File: config.mk
export PLATFORM = sky130hd
export DESIGN_NAME = future_subcell_serial
export DESIGN_NICKNAME = d
export VERILOG_FILES = /design/src/rtl/future_subcell_serial_pkg.sv /design/src/rtl/future_subcell_serial_lanes.sv /design/src/rtl/sbox.sv /design/src/rtl/future_subcell_serial.sv
export SDC_FILE = /design/constraint.sdc
export NUM_CORES = 1
export LEC_CHECK = 0
export ABC_CLOCK_PERIOD_IN_PS = 2300
export CAP_MARGIN = 40
export CORE_ASPECT_RATIO = 1.75
export CORE_MARGIN = 5
export CORE_UTILIZATION = 30
export DETAILED_ROUTE_END_ITERATION = 16
export REMOVE_ABC_BUFFERS = 1
export SLEW_MARGIN = 20
export SYNTH_ARGS = -nofsm -noshare
export SYNTH_HDL_FRONTEND = slang
export SYNTH_SLANG_ARGS = --single-unit
export TNS_END_PERCENT = 50
File: constraint.sdc
create_clock -name clk -period 2.3 [get_ports clk]
set_clock_uncertainty 0.05 [all_clocks]
set_input_delay 0.69 -clock clk [delete_from_list [all_inputs] [get_ports clk]]
set_output_delay 0.69 -clock clk [all_outputs]
set_load 0.01 [all_outputs]
File: src/rtl/future_subcell_serial_pkg.sv
// Shared definitions for the FUTURE nibble-serial SubCell datapath.
package future_pkg;

  localparam int STATE_W = 64;
  localparam int NIBBLES = 16;

  typedef enum logic [1:0] {
    IDLE = 2'd0,
    BUSY = 2'd1,
    DONE = 2'd2
  } state_t;

  // Nibble 0 is the most significant nibble of the state.
  function automatic logic [3:0] nibble_of(input logic [STATE_W-1:0] s, input int idx);
    logic [STATE_W-1:0] sh;
    sh = s >> (STATE_W - 4 - 4 * idx);
    return sh[3:0];
  endfunction

endpackage

File: src/rtl/future_subcell_serial_lanes.sv
// LANES parallel S-boxes; lane 0 handles the most significant nibble.
module subcell_lanes #(
  parameter int LANES = 1
) (
  input  logic [4*LANES-1:0] in_bits,
  output logic [4*LANES-1:0] out_bits
);

  localparam int LW = 4 * LANES;

  for (genvar j = 0; j < LANES; j++) begin : g_lane
    sbox u_sbox (
      .x0 (in_bits[LW-1-4*j]),
      .x1 (in_bits[LW-2-4*j]),
      .x2 (in_bits[LW-3-4*j]),
      .x3 (in_bits[LW-4-4*j]),
      .y0 (out_bits[LW-1-4*j]),
      .y1 (out_bits[LW-2-4*j]),
      .y2 (out_bits[LW-3-4*j]),
      .y3 (out_bits[LW-4-4*j])
    );
  end

endmodule

File: src/rtl/sbox.sv
// FUTURE 4-bit S-box, purely combinational. x0/y0 carry the nibble MSB.
module sbox (
  input  logic x0,
  input  logic x1,
  input  logic x2,
  input  logic x3,
  output logic y0,
  output logic y1,
  output logic y2,
  output logic y3
);

  logic [3:0] v;
  logic [3:0] s;

  assign v = {x0, x1, x2, x3};

  // Substitution table lookup.
  always_comb begin
    s = 4'h0;
    case (v)
      4'h0: s = 4'h1;
      4'h1: s = 4'h3;
      4'h2: s = 4'h0;
      4'h3: s = 4'h2;
      4'h4: s = 4'h7;
      4'h5: s = 4'hE;
      4'h6: s = 4'h4;
      4'h7: s = 4'hD;
      4'h8: s = 4'h9;
      4'h9: s = 4'hB;
      4'hA: s = 4'h8;
      4'hB: s = 4'h5;
      4'hC: s = 4'hF;
      4'hD: s = 4'hC;
      4'hE: s = 4'h6;
      4'hF: s = 4'hA;
      default: s = 4'h0;
    endcase
  end

  assign {y0, y1, y2, y3} = s;

endmodule

File: src/rtl/future_subcell_serial.sv
// Nibble-serial SubCell layer: substitutes a 64-bit state LANES nibbles per
// cycle by rotating it through a shift register in front of the S-boxes.
// Handshake: a transfer happens on a rising edge where valid and ready are
// both high; valid is held with stable data until accepted, and ready may
// depend combinationally on the other side only for in_ready <- out_ready.
module future_subcell_serial
  import future_pkg::*;
#(
  parameter int LANES = 1
) (
  input  logic               clk,
  input  logic               rst,
  input  logic               in_valid,
  output logic               in_ready,
  input  logic [STATE_W-1:0] in_data,
  output logic               out_valid,
  input  logic               out_ready,
  output logic [STATE_W-1:0] out_data,
  output logic               busy
);

  localparam int NCYC  = NIBBLES / LANES;
  localparam int LW    = 4 * LANES;
  localparam int CNT_W = (NCYC > 1) ? $clog2(NCYC) : 1;

  if (!(LANES == 1 || LANES == 2 || LANES == 4 || LANES == 8 || LANES == 16)) begin : g_bad_lanes
    $error("LANES must be one of 1, 2, 4, 8, 16");
  end

  state_t             state_q, state_d;
  logic [STATE_W-1:0] sreg_q, sreg_d;
  logic [CNT_W-1:0]   cnt_q, cnt_d;
  logic [LW-1:0]      lanes_in, lanes_out;
  logic [STATE_W-1:0] lanes_ext;

  assign lanes_in  = sreg_q[STATE_W-1 -: LW];
  assign lanes_ext = STATE_W'(lanes_out);

  subcell_lanes #(.LANES(LANES)) u_lanes (
    .in_bits  (lanes_in),
    .out_bits (lanes_out)
  );

  // State, shift register and counter; reset discards any state in flight.
  always_ff @(posedge clk) begin
    if (rst) begin
      state_q <= IDLE;
      sreg_q  <= '0;
      cnt_q   <= '0;
    end else begin
      state_q <= state_d;
      sreg_q  <= sreg_d;
      cnt_q   <= cnt_d;
    end
  end

  // Next-state logic: load, rotate-and-substitute, then hold until consumed.
  always_comb begin
    state_d  = state_q;
    sreg_d   = sreg_q;
    cnt_d    = cnt_q;
    in_ready = 1'b0;
    case (state_q)
      IDLE: begin
        in_ready = 1'b1;
        if (in_valid) begin
          sreg_d  = in_data;
          cnt_d   = '0;
          state_d = BUSY;
        end
      end
      BUSY: begin
        // After NCYC rotations every nibble is back in its original slot.
        sreg_d = (sreg_q << LW) | lanes_ext;
        cnt_d  = cnt_q + CNT_W'(1);
        if (cnt_q == CNT_W'(NCYC - 1)) begin
          state_d = DONE;
        end
      end
      DONE: begin
        if (out_ready) begin
          in_ready = 1'b1;
          if (in_valid) begin
            sreg_d  = in_data;
            cnt_d   = '0;
            state_d = BUSY;
          end else begin
            state_d = IDLE;
          end
        end
      end
      default: begin
        state_d = IDLE;
      end
    endcase
  end

  assign out_valid = (state_q == DONE);
  assign busy      = (state_q == BUSY);
  assign out_data  = sreg_q;

endmodule

==> results.toml, run 1 <==
[routing]
vias_per_cell = 5.27
firstDrtPassIters = 4
drc = 0
wl_per_cell_um = 16.4
vias = 3772
routed_wl_mm = 11.7
drt_iter0_markers = 128
ant_nets = 0

[floorplan]
fp.dieW_um = 92.8
die_y_um = 155
io_pins = 135
die_area_sq_mm = 0.0144
start_util = 0.303
rows = 53
core_area_sq_mm = 0.0119

[synth]
async_flop_share = 0
netlist_area_sq_mm = 0.00360
postSynthAreaPerCell_sq_um = 8.10
seq_area_frac_synth = 0.412
netlist-cell-type-count = 44
synth_flop_cell = "dfxtp_1"
syn_inst = 444
ys_warn_count = 0
synth_seq_cells = 74
synth_edf_count = 0

[pwr]
power_density_mw_per_mm2 = 716
power.switching_mw = 1.07
p_clk_frac = 0.385
p_sw_frac = 0.272
p_leak_nw = 2.03
combPwrFrac = 0.234
ir_drop_mv = 0.361
p_seq_frac = 0.381
p_int_mw = 2.86

[sta]
finalCritPeriodShare = 0.960
setup_viol = 0
whs_ns = 0.420
hold_viol = 0
tns_ns = 0
finalCriticalPeriod_ns = 2.21
worstMarginPinSlew_ns = 0.666
slew_headroom = 0.556
grt_setup_unrepaired = "false"
maxSlewViolCount = 0
fmax_mhz = 453

[layout]
fin_nets = 648
drive_gt1_frac = 0.117
stdcell_area_sq_mm = 0.00549
final_core_util = 0.463
diodes = 0
area_growth_pct = 52.6

[clocking]
cts.reportedPaths.clkPinSlew_ns = 0.06
tritoncts = "yes"
root_buffer = "clkbuf_16"
clk_latency_ns = 0.33
numCtsBuffers = 9
htreeDepth = 3
clock-sinks = 74
hold_buffers = 0
post_cts_buffers = 0
cts.path.max_buffers = 2

[worst_setup_path]
critPathCaptureType = "primary output"
start_kind = "flip-flop"
crit_type = "flip-flop to primary output"
cp.arrival_ns = 1.47
critical_path.max_fanout = 4
reg2regPathDepth = 9
critPathRequiredTime_ns = 1.56

[global_route]
grt-ovfl-total = 0
antenna_found_initial = 0
grt_use_total = 0.164
grt_pass1_wl_mm = 19.2
grt_pass1_vias = 3865
grt_max_degree = 64

[job]
maxCapViolations = 0

[placed_design]
hpwl_mm = 8.48
port_buffers = 134
dpl-instance-area_sq_mm = 0.00515
gp_congestion = 0.883

[worst_hold_path]
min_path_type = "flip-flop to flip-flop"
hold_depth = 2

[outcome]
status = "finished, final reports clean"
-- stage by stage --
stage / total power, mW / setup slack (ns) / std cells
after floorplan: 1.91 / -1.79 / 397
after global placement: 2.44 / -0.417 / 700
after detailed placement: 2.45 / -0.452 / 700
after CTS: 3.99 / 0.0171 / 716
after global routing: 4.15 / 0.0168 / 716
final: 3.93 / 0.0911 / 716
-- power groups by stage --
stage	sequential, mW	clock (mW)	combinational [mW]
5_1_grt	1.52	1.62	1.01
3_3_place_gp	1.52	0	0.916
6_report	1.50	1.51	0.920
2_1_floorplan	1.55	0	0.354
3_5_place_dp	1.52	0	0.929
4_1_cts	1.50	1.56	0.932
-- critical path, stage by stage (launching register included) --
cell and delay, ns:
dfxtp_2 0.34, nand2b_4 0.18, inv_2 0.07, clkdlybuf4s50_1 0.55
-- synthesized netlist by cell type (2+ instances only) --
cell type | number | share of area
nand2b_1 | 2 | 0.0035
nand2_1 | 63 | 0.066
clkbuf_1 | 15 | 0.016
o21ai_0 | 3 | 0.0042
o21ai_1 | 3 | 0.0042
a311oi_1 | 61 | 0.15
buf_2 | 21 | 0.029
nor2b_1 | 2 | 0.0035
nand3_1 | 61 | 0.085
a21oi_1 | 7 | 0.0097
nand3b_1 | 3 | 0.0063
mux2i_1 | 3 | 0.0083
buf_4 | 8 | 0.017
nor3_1 | 3 | 0.0042
a22oi_1 | 3 | 0.0063
inv_2 | 4 | 0.0042
ha_1 | 6 | 0.021
nor2_1 | 72 | 0.075
buf_1 | 2 | 0.0021
dfxtp_1 | 74 | 0.41
inv_1 | 5 | 0.0052
-- logic make-up after synthesis --
family | synth area share
compound gates | 0.221
xor+xnor | 0.00243
fa+ha+maj | 0.0209
buf+inv | 0.0761
flops | 0.412
mux | 0.00835
simple gates | 0.259
-- sequential cells by signal (all words and copies together), names as in the netlist --
signal and flops:
state_q 2, u_lanes.g_lane.u_sbox.s 4, cnt_q 4, out_data 64
-- routing by layer --
layer  GRT usage  share of wire
met1       0.195           0.42
met2       0.281           0.50
met3      0.0339          0.059
met4      0.0748          0.028
met5           0              0
-- layout by cell type (no fill, tap or decap), types with 2 or more instances in the layout --
cell type / n
clkbuf_16: 9
clkdlybuf4s50_1: 130
a22oi_1: 3
nand2_1: 63
a21oi_1: 7
inv_1: 5
bufinv_16: 2
inv_2: 4
nand3b_1: 3
buf_2: 2
nand3_1: 61
clkinv_2: 2
nor3_1: 3
dfxtp_1: 72
nor2b_1: 2
o21ai_1: 2
nor2_1: 71
o21ai_0: 3
a311oi_1: 61
mux2i_1: 3
ha_1: 6
buf_12: 4
o21ai_2: 2
buf_4: 28
-- cell type report --
class | count | area, sq um
Clock buffer | 11 | 243
Clock inverter | 5 | 77.6
Fill cell | 1161 | 6380
Inverter | 9 | 33.8
Multi-Input combinational cell | 314 | 1860
Sequential cell | 74 | 1490
Tap cell | 137 | 171
Timing Repair Buffer | 166 | 1620
-- worst paths after layout --
| path | endpoint | startpoint | slack, ns |
|---|---|---|---|
| max | busy | state_q[1] | 0.09 |
| min | out_data[2] | u_lanes.g_lane[0].u_sbox.s[2] | 0.42 |
| max reg2reg | u_lanes.g_lane[0].u_sbox.s[3] | state_q[1] | 0.39 |
| min reg2reg | out_data[2] | u_lanes.g_lane[0].u_sbox.s[2] | 0.42 |
-- what timing repair did --
item,4_1_cts,5_1_grt
endpoints found under the hold margin,0,0
endpoints found under the setup margin,6,6
resized for setup,7,3
Note: power is estimated with default switching activity, not from simulation.
==> run 2, diff against run 1 <==
--- a/config.mk
+++ b/config.mk
@@ -5,7 +5,6 @@
 export SDC_FILE = /design/constraint.sdc
 export NUM_CORES = 1
 export LEC_CHECK = 0
-export ABC_CLOCK_PERIOD_IN_PS = 2300
 export CAP_MARGIN = 40
 export CORE_ASPECT_RATIO = 1.75
 export CORE_MARGIN = 5
==> results of run 2 <==
The final DEF is identical to that of run 1; final timing and power are the same.
